### config.mk
export PLATFORM = sky130hd
export DESIGN_NAME = imem_fetch_arbiter_flat
export DESIGN_NICKNAME = d
export VERILOG_FILES = /design/src/rtl/imem_pkg.sv /design/src/rtl/imem_fetch_arbiter_if.sv /design/src/rtl/imem_fetch_buf.sv /design/src/rtl/imem_fetch_arbiter.sv /design/src/flat_wrapper.sv
export SDC_FILE = /design/constraint.sdc
export NUM_CORES = 1
export LEC_CHECK = 0
export CAP_MARGIN = 20
export CELL_PAD_IN_SITES_DETAIL_PLACEMENT = 1
export CELL_PAD_IN_SITES_GLOBAL_PLACEMENT = 1
export CORE_MARGIN = 2
export CORE_UTILIZATION = 45
export DETAILED_ROUTE_END_ITERATION = 10
export DONT_BUFFER_PORTS = 1
export PLACE_DENSITY = 0.78
export SETUP_SLACK_MARGIN = 0.4
export SLEW_MARGIN = 10
export SYNTH_ARGS = -nofsm -noshare
export SYNTH_HDL_FRONTEND = slang
export SYNTH_SLANG_ARGS = --single-unit
### constraint.sdc
create_clock -name clk -period 2.3 [get_ports clk]
set_clock_uncertainty 0.2 [all_clocks]
set_input_delay 0.69 -clock clk [delete_from_list [all_inputs] [get_ports clk]]
set_output_delay 0.69 -clock clk [all_outputs]
set_load 0.02 [all_outputs]
### src/rtl/imem_pkg.sv
// Shared definitions for the instruction-memory front-end.
package imem_pkg;

  localparam int IMEM_RD_LAT = 3;
  localparam int IMEM_WR_LAT = 2;
  localparam int IMEM_ADDR_W = 21;
  localparam int IMEM_DATA_W = 32;
  localparam int IMEM_TAG_W  = IMEM_ADDR_W - 2;

  typedef enum logic [2:0] {
    ST_IDLE     = 3'd0,
    ST_ISSUE_RD = 3'd1,
    ST_WAIT_RD  = 3'd2,
    ST_RESP     = 3'd3,
    ST_ISSUE_WR = 3'd4,
    ST_WAIT_WR  = 3'd5,
    ST_HIT_RESP = 3'd6
  } imem_state_e;

  // Word-align a byte address (the controller only sees whole words).
  function automatic logic [IMEM_ADDR_W-1:0] word_addr(input logic [IMEM_ADDR_W-1:0] a);
    return {a[IMEM_ADDR_W-1:2], 2'b00};
  endfunction

endpackage

### src/rtl/imem_fetch_arbiter_if.sv
// Fetch, loader and SRAM-controller bus bundle for the fetch arbiter.
interface imem_fetch_arbiter_if;
  import imem_pkg::*;

  logic                   if_req;
  logic [IMEM_ADDR_W-1:0] if_addr;
  logic                   if_ready;
  logic                   if_rvalid;
  logic [IMEM_DATA_W-1:0] if_rdata;

  logic                   ld_req;
  logic [IMEM_ADDR_W-1:0] ld_addr;
  logic [IMEM_DATA_W-1:0] ld_wdata;
  logic                   ld_ready;
  logic                   ld_done;

  logic                   mem_wr_en;
  logic                   mem_rd_en;
  logic [IMEM_ADDR_W-1:0] mem_addr;
  logic [IMEM_DATA_W-1:0] mem_wr_data;
  logic [IMEM_DATA_W-1:0] mem_rd_data;

  // Arbiter side
  modport slave (
    input  if_req, if_addr, ld_req, ld_addr, ld_wdata, mem_rd_data,
    output if_ready, if_rvalid, if_rdata, ld_ready, ld_done,
           mem_wr_en, mem_rd_en, mem_addr, mem_wr_data
  );

  // Requester / controller side
  modport master (
    output if_req, if_addr, ld_req, ld_addr, ld_wdata, mem_rd_data,
    input  if_ready, if_rvalid, if_rdata, ld_ready, ld_done,
           mem_wr_en, mem_rd_en, mem_addr, mem_wr_data
  );

endinterface

### src/rtl/imem_fetch_buf.sv
// One-word fetch buffer: tag/data/valid, hit compare, and write-through update
// so a loader write to the buffered word never leaves stale data behind.
module imem_fetch_buf
  import imem_pkg::*;
#(
  parameter bit EN = 1'b1
) (
  input  logic                  clk,
  input  logic                  rst_n,
  input  logic [IMEM_TAG_W-1:0] lookup_tag,
  output logic                  hit,
  output logic [IMEM_DATA_W-1:0] rd_data,
  input  logic                  fill_en,
  input  logic [IMEM_TAG_W-1:0] fill_tag,
  input  logic [IMEM_DATA_W-1:0] fill_data,
  input  logic                  upd_en,
  input  logic [IMEM_TAG_W-1:0] upd_tag,
  input  logic [IMEM_DATA_W-1:0] upd_data
);

  logic                   valid_q, valid_d;
  logic [IMEM_TAG_W-1:0]  tag_q, tag_d;
  logic [IMEM_DATA_W-1:0] data_q, data_d;

  // Fill on read completion; patch data when a committed write hits the tag.
  always_comb begin
    valid_d = valid_q;
    tag_d   = tag_q;
    data_d  = data_q;
    if (fill_en) begin
      valid_d = 1'b1;
      tag_d   = fill_tag;
      data_d  = fill_data;
    end else if (upd_en && valid_q && (upd_tag == tag_q)) begin
      data_d  = upd_data;
    end
  end

  // Buffer state registers.
  always_ff @(posedge clk or negedge rst_n) begin
    if (!rst_n) begin
      valid_q <= 1'b0;
      tag_q   <= '0;
      data_q  <= '0;
    end else begin
      valid_q <= valid_d;
      tag_q   <= tag_d;
      data_q  <= data_d;
    end
  end

  assign hit     = EN && valid_q && (tag_q == lookup_tag);
  assign rd_data = data_q;

endmodule

### src/rtl/imem_fetch_arbiter.sv
// Instruction-memory front-end: loader writes win over CPU fetches, one 32-bit
// access in flight at a time, with a one-word fetch buffer short-circuiting
// repeat fetches. RD_LAT must be >= 2 and WR_LAT >= 1.
module imem_fetch_arbiter
  import imem_pkg::*;
#(
  parameter int RD_LAT     = IMEM_RD_LAT,
  parameter int WR_LAT     = IMEM_WR_LAT,
  parameter bit HIT_BUF_EN = 1'b1
) (
  input  logic                  clk,
  input  logic                  rst_n,
  imem_fetch_arbiter_if.slave   bus,
  output logic                  busy
);

  localparam int MAX_LAT = (RD_LAT > WR_LAT) ? RD_LAT : WR_LAT;
  localparam int CNT_W   = $clog2(MAX_LAT + 1);

  imem_state_e            state_q, state_d;
  logic [CNT_W-1:0]       cnt_q, cnt_d;
  logic                   mem_rd_en_q, mem_rd_en_d;
  logic                   mem_wr_en_q, mem_wr_en_d;
  logic [IMEM_ADDR_W-1:0] mem_addr_q, mem_addr_d;
  logic [IMEM_DATA_W-1:0] mem_wr_data_q, mem_wr_data_d;
  logic                   if_rvalid_q, if_rvalid_d;
  logic [IMEM_DATA_W-1:0] if_rdata_q, if_rdata_d;
  logic                   ld_done_q, ld_done_d;

  logic                   buf_hit, fill_en, upd_en;
  logic [IMEM_DATA_W-1:0] buf_data;

  imem_fetch_buf #(.EN(HIT_BUF_EN)) u_buf (
    .clk        (clk),
    .rst_n      (rst_n),
    .lookup_tag (bus.if_addr[IMEM_ADDR_W-1:2]),
    .hit        (buf_hit),
    .rd_data    (buf_data),
    .fill_en    (fill_en),
    .fill_tag   (mem_addr_q[IMEM_ADDR_W-1:2]),
    .fill_data  (bus.mem_rd_data),
    .upd_en     (upd_en),
    .upd_tag    (mem_addr_q[IMEM_ADDR_W-1:2]),
    .upd_data   (mem_wr_data_q)
  );

  // Next-state and registered-output logic. The strobe cycle counts as latency
  // cycle 1; RESP is the last latency cycle, whose closing edge captures
  // mem_rd_data, so the if_rvalid cycle is already IDLE and can accept again.
  always_comb begin
    state_d       = state_q;
    cnt_d         = cnt_q;
    mem_rd_en_d   = 1'b0;
    mem_wr_en_d   = 1'b0;
    mem_addr_d    = mem_addr_q;
    mem_wr_data_d = mem_wr_data_q;
    if_rvalid_d   = 1'b0;
    if_rdata_d    = if_rdata_q;
    ld_done_d     = 1'b0;
    fill_en       = 1'b0;
    upd_en        = 1'b0;
    case (state_q)
      ST_IDLE: begin
        if (bus.ld_req) begin
          state_d       = ST_ISSUE_WR;
          mem_wr_en_d   = 1'b1;
          mem_addr_d    = word_addr(bus.ld_addr);
          mem_wr_data_d = bus.ld_wdata;
        end else if (bus.if_req) begin
          if (buf_hit) begin
            state_d     = ST_HIT_RESP;
            if_rvalid_d = 1'b1;
            if_rdata_d  = buf_data;
          end else begin
            state_d     = ST_ISSUE_RD;
            mem_rd_en_d = 1'b1;
            mem_addr_d  = word_addr(bus.if_addr);
          end
        end
      end
      ST_ISSUE_RD: begin
        cnt_d   = CNT_W'(1);
        state_d = (RD_LAT <= 2) ? ST_RESP : ST_WAIT_RD;
      end
      ST_WAIT_RD: begin
        cnt_d = cnt_q + CNT_W'(1);
        if (int'(cnt_q) + 1 >= RD_LAT - 1) state_d = ST_RESP;
      end
      ST_RESP: begin
        state_d     = ST_IDLE;
        if_rvalid_d = 1'b1;
        if_rdata_d  = bus.mem_rd_data;
        fill_en     = 1'b1;
      end
      ST_ISSUE_WR: begin
        cnt_d = CNT_W'(1);
        if (WR_LAT <= 1) begin
          state_d   = ST_IDLE;
          ld_done_d = 1'b1;
          upd_en    = 1'b1;
        end else begin
          state_d   = ST_WAIT_WR;
        end
      end
      ST_WAIT_WR: begin
        cnt_d = cnt_q + CNT_W'(1);
        if (int'(cnt_q) + 1 >= WR_LAT) begin
          state_d   = ST_IDLE;
          ld_done_d = 1'b1;
          upd_en    = 1'b1;
        end
      end
      ST_HIT_RESP: state_d = ST_IDLE;
      default:     state_d = ST_IDLE;
    endcase
  end

  // State, latency counter and registered outputs.
  always_ff @(posedge clk or negedge rst_n) begin
    if (!rst_n) begin
      state_q       <= ST_IDLE;
      cnt_q         <= '0;
      mem_rd_en_q   <= 1'b0;
      mem_wr_en_q   <= 1'b0;
      mem_addr_q    <= '0;
      mem_wr_data_q <= '0;
      if_rvalid_q   <= 1'b0;
      if_rdata_q    <= '0;
      ld_done_q     <= 1'b0;
    end else begin
      state_q       <= state_d;
      cnt_q         <= cnt_d;
      mem_rd_en_q   <= mem_rd_en_d;
      mem_wr_en_q   <= mem_wr_en_d;
      mem_addr_q    <= mem_addr_d;
      mem_wr_data_q <= mem_wr_data_d;
      if_rvalid_q   <= if_rvalid_d;
      if_rdata_q    <= if_rdata_d;
      ld_done_q     <= ld_done_d;
    end
  end

  // Readies are held low during reset so every output reads 0 there.
  assign bus.ld_ready    = rst_n && (state_q == ST_IDLE);
  assign bus.if_ready    = bus.ld_ready && !bus.ld_req;
  assign bus.if_rvalid   = if_rvalid_q;
  assign bus.if_rdata    = if_rdata_q;
  assign bus.ld_done     = ld_done_q;
  assign bus.mem_rd_en   = mem_rd_en_q;
  assign bus.mem_wr_en   = mem_wr_en_q;
  assign bus.mem_addr    = mem_addr_q;
  assign bus.mem_wr_data = mem_wr_data_q;
  assign busy            = (state_q != ST_IDLE);

endmodule

### src/flat_wrapper.sv
// flat-port wrapper written by rule: the top's interface ports become plain ports
module imem_fetch_arbiter_flat import imem_pkg::*;
#(
  parameter int RD_LAT     = IMEM_RD_LAT,
  parameter int WR_LAT     = IMEM_WR_LAT,
  parameter bit HIT_BUF_EN = 1'b1
)
  (clk, rst_n, busy, bus_if_req, bus_if_addr, bus_ld_req, bus_ld_addr, bus_ld_wdata, bus_mem_rd_data, bus_if_ready, bus_if_rvalid, bus_if_rdata, bus_ld_ready, bus_ld_done, bus_mem_wr_en, bus_mem_rd_en, bus_mem_addr, bus_mem_wr_data);
  imem_fetch_arbiter_if bus_i ();
  input  logic clk;
  input  logic rst_n;
  output logic busy;
  input wire logic [$bits(bus_i.if_req)-1:0] bus_if_req;
  input wire logic [$bits(bus_i.if_addr)-1:0] bus_if_addr;
  input wire logic [$bits(bus_i.ld_req)-1:0] bus_ld_req;
  input wire logic [$bits(bus_i.ld_addr)-1:0] bus_ld_addr;
  input wire logic [$bits(bus_i.ld_wdata)-1:0] bus_ld_wdata;
  input wire logic [$bits(bus_i.mem_rd_data)-1:0] bus_mem_rd_data;
  output wire logic [$bits(bus_i.if_ready)-1:0] bus_if_ready;
  output wire logic [$bits(bus_i.if_rvalid)-1:0] bus_if_rvalid;
  output wire logic [$bits(bus_i.if_rdata)-1:0] bus_if_rdata;
  output wire logic [$bits(bus_i.ld_ready)-1:0] bus_ld_ready;
  output wire logic [$bits(bus_i.ld_done)-1:0] bus_ld_done;
  output wire logic [$bits(bus_i.mem_wr_en)-1:0] bus_mem_wr_en;
  output wire logic [$bits(bus_i.mem_rd_en)-1:0] bus_mem_rd_en;
  output wire logic [$bits(bus_i.mem_addr)-1:0] bus_mem_addr;
  output wire logic [$bits(bus_i.mem_wr_data)-1:0] bus_mem_wr_data;
  assign bus_i.if_req = bus_if_req;
  assign bus_i.if_addr = bus_if_addr;
  assign bus_i.ld_req = bus_ld_req;
  assign bus_i.ld_addr = bus_ld_addr;
  assign bus_i.ld_wdata = bus_ld_wdata;
  assign bus_i.mem_rd_data = bus_mem_rd_data;
  assign bus_if_ready = bus_i.if_ready;
  assign bus_if_rvalid = bus_i.if_rvalid;
  assign bus_if_rdata = bus_i.if_rdata;
  assign bus_ld_ready = bus_i.ld_ready;
  assign bus_ld_done = bus_i.ld_done;
  assign bus_mem_wr_en = bus_i.mem_wr_en;
  assign bus_mem_rd_en = bus_i.mem_rd_en;
  assign bus_mem_addr = bus_i.mem_addr;
  assign bus_mem_wr_data = bus_i.mem_wr_data;
  imem_fetch_arbiter #(.RD_LAT(RD_LAT), .WR_LAT(WR_LAT), .HIT_BUF_EN(HIT_BUF_EN)) u_core (.clk(clk), .rst_n(rst_n), .bus(bus_i), .busy(busy));
endmodule
## Word level (Yosys, flattened, before mapping)

Cells that the tools add are included.
Widths: inputs -> output; s select.

| operators by class | value |
|---|---|
| reduce and logical (&&, ||, !) cells | 18 |
| mux-type cells | 29 |
| magnitude comparators | 1 |
| equality and inequality tests | 14 |
| add/sub/neg operators | 2 |

Operators with widths:

| operator | count |
|---|---|
| $mux 32 | 5 |
| $pmux 32 s2 | 1 |
| $mux 21 | 3 |
| $eq 19x19->1 | 2 |
| $ge 32x3->1 const B | 1 |
| $mux 3 | 5 |
| $pmux 3 s5 | 1 |
| $mux 1 | 12 |
| $reduce_bool 2->1 | 4 |
| $eq 3x2->1 const B | 2 |
| $eq 3x3->1 const B | 2 |
| $ne 2x1->1 const B | 3 |
| $ne 2x2->1 const B | 3 |
| $reduce_and 3->1 | 2 |
| $logic_and 1x1->1 | 5 |
| $pmux 2 s2 | 1 |
| $reduce_and 4->1 | 1 |
| $reduce_or 2->1 | 2 |
| $add 2x1->3 const B | 1 |
| $eq 3x1->1 const B | 1 |
| $logic_not 3->1 | 1 |
| $ne 3x3->1 const B | 1 |
| $reduce_bool 3->1 | 1 |
| $add 2x1->2 const B | 1 |
| 3 further kinds | 3 |

| word-level totals | value |
|---|---|
| bits of input ports | 110 |
| logic and storage cells | 76 |
| register bits after elaboration | 146 |
| output and inout port bits | 92 |

## Logic depth before layout (Yosys ltp)

| logic depth | value |
|---|---|
| depth in word-level cells | 8 |
| mapped depth | 9 |
| depth with buffers taken out | 7 |

## Cells and area by module

Synthesis repeated with hierarchy kept, for this count alone.

| second synthesis, totals | value |
|---|---|
| cells, all modules | 485 |
| area, all modules | 7,125.6 um^2 |

By module, submodules not included:

| module | area each (um^2) | cells an instance | seq. area each (um^2) | times used |
|---|---|---|---|---|
| imem_fetch_arbiter | 4,388.0 | 288 | 2,302.2 | 1 |
| imem_fetch_buf | 2,737.6 | 197 | 1,301.2 | 1 |

## Worst setup path before layout

No wires, ideal clock.

| timing | value |
|---|---|
| kind | in2reg |
| start | input bus_if_addr[13] |
| end | register u_core.if_rdata_q[2] (netlist: u_core.bus.if_rdata[2]) |
| arrival time | 2,215 ps |
| library setup time | 137 ps |
| path buffers | 1 |
| slack | -252 ps |
| data required time | 1,963 ps |
| stages | 7 |
| path through | xor2_1 nor4_2 nand3_2 nor4_4 buf_6 mux2i_1 a21oi_1 |

| between the ends | value |
|---|---|
| word-level cells in the longest chain between the ends | 4 |

Ends and longest elaborated chain:

| what | RTL line | text |
|---|---|---|
| from (decl) | flat_wrapper.sv:14 | `input wire logic [$bits(bus_i.if_addr)-1:0] bus_if_addr;` |
| $eq 19x19->1 | imem_fetch_buf.sv:52 | `assign hit = EN && valid_q && (tag_q == lookup_tag);` |
| $logic_and 1x1->1 | imem_fetch_buf.sv:52 |  |
| $ne 2x1->1 (no source line) | n/a |  |
| $reduce_and 4->1 (no source line) | n/a |  |
| to (signal assigned) | imem_fetch_arbiter.sv:138 | `if_rdata_q <= if_rdata_d;` |
| to (decl) | imem_fetch_arbiter.sv:27 | `logic [IMEM_DATA_W-1:0] if_rdata_q, if_rdata_d;` |

No other way between the ends.
A chain may end at the register's enable or synchronous reset.

## Worst setup path in the final report

| timing | value |
|---|---|
| start | register u_core.u_buf.tag_q[3] |
| end | register u_core.u_buf.data_q[25] (netlist: u_core.u_buf.rd_data[25]) |

| between the ends | value |
|---|---|
| word-level cells in the longest chain between the ends | 3 |

Ends and longest elaborated chain:

| what | RTL line | text |
|---|---|---|
| from (decl) | imem_fetch_buf.sv:22 | `logic [IMEM_TAG_W-1:0] tag_q, tag_d;` |
| from (signal assigned) | imem_fetch_buf.sv:47 | `tag_q <= tag_d;` |
| $eq 19x19->1 | imem_fetch_buf.sv:34 | `end else if (upd_en && valid_q && (upd_tag == tag_q)) begin` |
| $logic_and 1x1->1 | imem_fetch_buf.sv:34 |  |
| $reduce_bool 2->1 (no source line) | n/a |  |
| to (signal assigned) | imem_fetch_buf.sv:48 | `data_q <= data_d;` |
| to (decl) | imem_fetch_buf.sv:23 | `logic [IMEM_DATA_W-1:0] data_q, data_d;` |

No other way between the ends.

==> impl_metrics.env <==
export IMPL_drive_above_1_share=0.390
export IMPL_power_density_mw_per_mm2=1590
export IMPL_power_mw=14.1
export IMPL_design_core_area_mm2=0.0140
export IMPL_fin_tns_setup_ns=-17.01
export IMPL_drv_cap=0
export IMPL_crit_path_cell_trace="buf_4, buf_4, xor2_1, nor4_2, nand4_1, or3_4, buf_6, buf_16, mux2i_4, a21oi_2"
export IMPL_die_area_mm2=0.0154
export IMPL_fin_util=0.633
export IMPL_ys_seq_elements=144
export IMPL_antenna_found_initial=2
export IMPL_htreeDepth=4
export IMPL_multi_input_area_mm2=0.00306
export IMPL_vias=4717
export IMPL_fmaxAchievable_mhz=387
export IMPL_synth_cells=527
export IMPL_cpPeakStageDelay_ns=0.46
export IMPL_worst_path_max_fanout=7
export IMPL_cts_root_buf="clkbuf_16"
export IMPL_critPathLaunchType="flip-flop"
export IMPL_timing_hold_ws_ns=-0.238
export IMPL_grt_pass1_vias=5266
export IMPL_cts_made_buffers=17
export IMPL_drc=0
export IMPL_hp_class="in -> async"
export IMPL_syn_area_mm2=0.00651
export IMPL_nFillCells=1320
export IMPL_post_dp_hpwl_um=11200
export IMPL_fin_ws_ns=-0.287
export IMPL_final_common_cell="dfrtp_1"
export IMPL_grt_first_pass_wirelength_um=31500
export IMPL_gp_congestion=0.782
export IMPL_clock_latency_ns=0.43
export IMPL_hold_viol_final=144
export IMPL_synth_cell_types=35
export IMPL_synth_avg_cell_area_um2=12.4
export IMPL_final_cell_mix="dfrtp_1, a21oi_1, mux2i_1"
export IMPL_ys_seq_area_frac=0.553
export IMPL_drt_initial_drc_count=215
export IMPL_clk_path_buf_depth=2
export IMPL_min_period_ns=2.59
export IMPL_cellLeakagePower_nw=3.93
export IMPL_cts_sinks=144
export IMPL_fp_dieW_um=124
export IMPL_finalCritPeriodShare=1.12
export IMPL_worst_ir_drop_vdd_uv=823
export IMPL_syn2layout_area_growth_pct=36.0
export IMPL_nNetsFinal=726
export IMPL_num_io_pins=202
export IMPL_seq_area_mm2=0.00361
export IMPL_violations="negative hold slack, negative setup slack"
export IMPL_critical_path_class="reg -> reg"
export IMPL_grt_overflow_total=0
export IMPL_slew_violations=0
export IMPL_cpMostUsedCell="buf_4"
export IMPL_antenna_left=0
export IMPL_portBuffers=0
export IMPL_dr_pass1_iters=4
export IMPL_fp_row_count=43
export IMPL_worst_path_max_delay_cell="or3_4"
export IMPL_setup_viol=88
export IMPL_clk_pin_slew_ns=0.06
export IMPL_grt_use_total=0.267
export IMPL_crit_arrival_ns=2.73
export IMPL_start_util=0.465
export IMPL_critPathCaptureType="flip-flop"
export IMPL_cts_tree="yes"
export IMPL_yosys_warnings=0
export IMPL_wl_per_cell_um=26.0
export IMPL_status="finished, violations left"
export IMPL_crit_required_ns=2.44
export IMPL_die_h_um=124
export IMPL_avgViaCountPerCell=5.82
export IMPL_drt_wl_total_um=21100
export IMPL_grt_max_degree=146
export IMPL_rsz0062_at_grt="true"
-- synth_stat cells, drive strengths merged --
cell type | count | share of area
nor4b | 1 | 0.0023
a21oi | 69 | 0.053
clkbuf | 17 | 0.0098
xnor2 | 5 | 0.0067
dfrtp | 144 | 0.55
and2 | 2 | 0.0019
nor2 | 37 | 0.021
o21ai | 5 | 0.0038
o21bai | 1 | 0.0017
or3 | 2 | 0.0019
nor2b | 1 | 0.00096
mux2i | 65 | 0.10
o31a | 3 | 0.0040
nand4 | 3 | 0.0029
a2bb2oi | 1 | 0.0013
inv | 6 | 0.0035
mux2 | 51 | 0.088
xor2 | 33 | 0.044
nor4 | 9 | 0.014
nand2 | 7 | 0.0040
buf | 17 | 0.019
nand2b | 21 | 0.020
nor3 | 3 | 0.0023
a211oi | 1 | 0.0012
nand3 | 1 | 0.0015
o221a | 19 | 0.033
ha | 1 | 0.0019
conb | 1 | 0.00058
and3 | 1 | 0.00096
-- path summary, 6_finish.rpt --
check	start	endpoint	slack, ns	cells after the start
worst min-delay path	rst_n	u_core.u_buf.tag_q[3]$_DFFE_PN0P_	-0.24	0
worst min register to register	u_core.u_buf.valid_q$_DFFE_PN0P_	u_core.u_buf.valid_q$_DFFE_PN0P_	0.33	1
worst max register to register	u_core.u_buf.tag_q[3]$_DFFE_PN0P_	u_core.u_buf.rd_data[25]$_DFFE_PN0P_	-0.29	10
worst max-delay path	u_core.u_buf.tag_q[3]$_DFFE_PN0P_	u_core.u_buf.rd_data[25]$_DFFE_PN0P_	-0.29	10
max in group asynchronous	rst_n	u_core.bus.mem_addr[20]$_DFFE_PN0P_	1.79	0
min in group clk	bus_ld_wdata[18]	u_core.bus.mem_wr_data[18]$_DFFE_PN0P_	0.21	1
-- where the power goes --
part	switching, mW	internal [mW]
Clock	1.10	1.76
Sequential	1.89	3.79
Combinational	2.48	3.04
Total	5.47	8.59
-- per-stage QoR --
stage | cells | area (um^2) | setup slack (ns)
finish | 810 | 8860 | -0.287
global route | 809 | 8850 | -0.394
floorplan | 528 | 6580 | -0.252
detailed placement | 720 | 7000 | -0.613
global placement | 720 | 7000 | -0.519
CTS | 793 | 8450 | -0.193
-- kinds of logic (layout without fill, tap and decap cells) --
group | Yosys count | count (layout) | share of synthesized area
adders and majority gates | 1 | 1 | 0.00192
buffers and inverters | 40 | 140 | 0.0327
and+or+nand+nor | 88 | 88 | 0.0742
xor gates and xnor gates | 38 | 38 | 0.0511
other | 1 | 4 | 0.000576
AOI/OAI and AO/OA | 99 | 99 | 0.0980
muxes | 116 | 116 | 0.188
DFF | 144 | 144 | 0.553
-- what timing repair did --
| action | CTS | global route |
|---|---|---|
| endpoints found under the hold margin | 144 | 144 |
| pin swaps | 30 | 26 |
| resized for setup | 70 | 63 |
| endpoints found under the setup margin | 146 | 156 |
| gates cloned | 14 | 1 |
| setup buffers | 27 | 14 |
-- critical path: cells and delay by family, from the launching register on --
kind,cells,cell delay [ns]
multiplexers,1,0.19
flip-flops,1,0.40
AND/OR/NAND/NOR,3,0.80
buffers and inverters,4,0.56
AO/OA/AOI/OAI,1,0.17
XOR/XNOR,1,0.17
-- cell type report --
cell class	instances	share of cell area
flip-flops and latches	144	0.408
multi-input cells	344	0.345
repair buffers	102	0.149
clock buffers	19	0.0511
well taps	180	0.0254
clock inverters	13	0.0181
inverters	6	0.00311
diodes	2	0.000565
-- per-layer routing --
metal	up-vias	share of wire	track usage
met5	-	0	0
met4	0	0.020	0.0853
met3	30	0.063	0.0795
met2	171	0.53	0.478
met1	2462	0.38	0.304
li1	2054	-	-
-- sequential cells by signal (all words and copies together), names as in the netlist --
name and count:
u_core.bus.if_rdata 32, u_core.bus.mem_wr_data 32, u_core.u_buf.rd_data 32, u_core.bus.mem_addr 19, u_core.u_buf.tag_q 19, u_core.state_q 3, u_core.cnt_q 2, u_core.bus.if_rvalid 1
u_core.bus.ld_done 1, u_core.bus.mem_rd_en 1, u_core.bus.mem_wr_en 1, u_core.u_buf.valid_q 1
(Power assumes the default switching activity.)
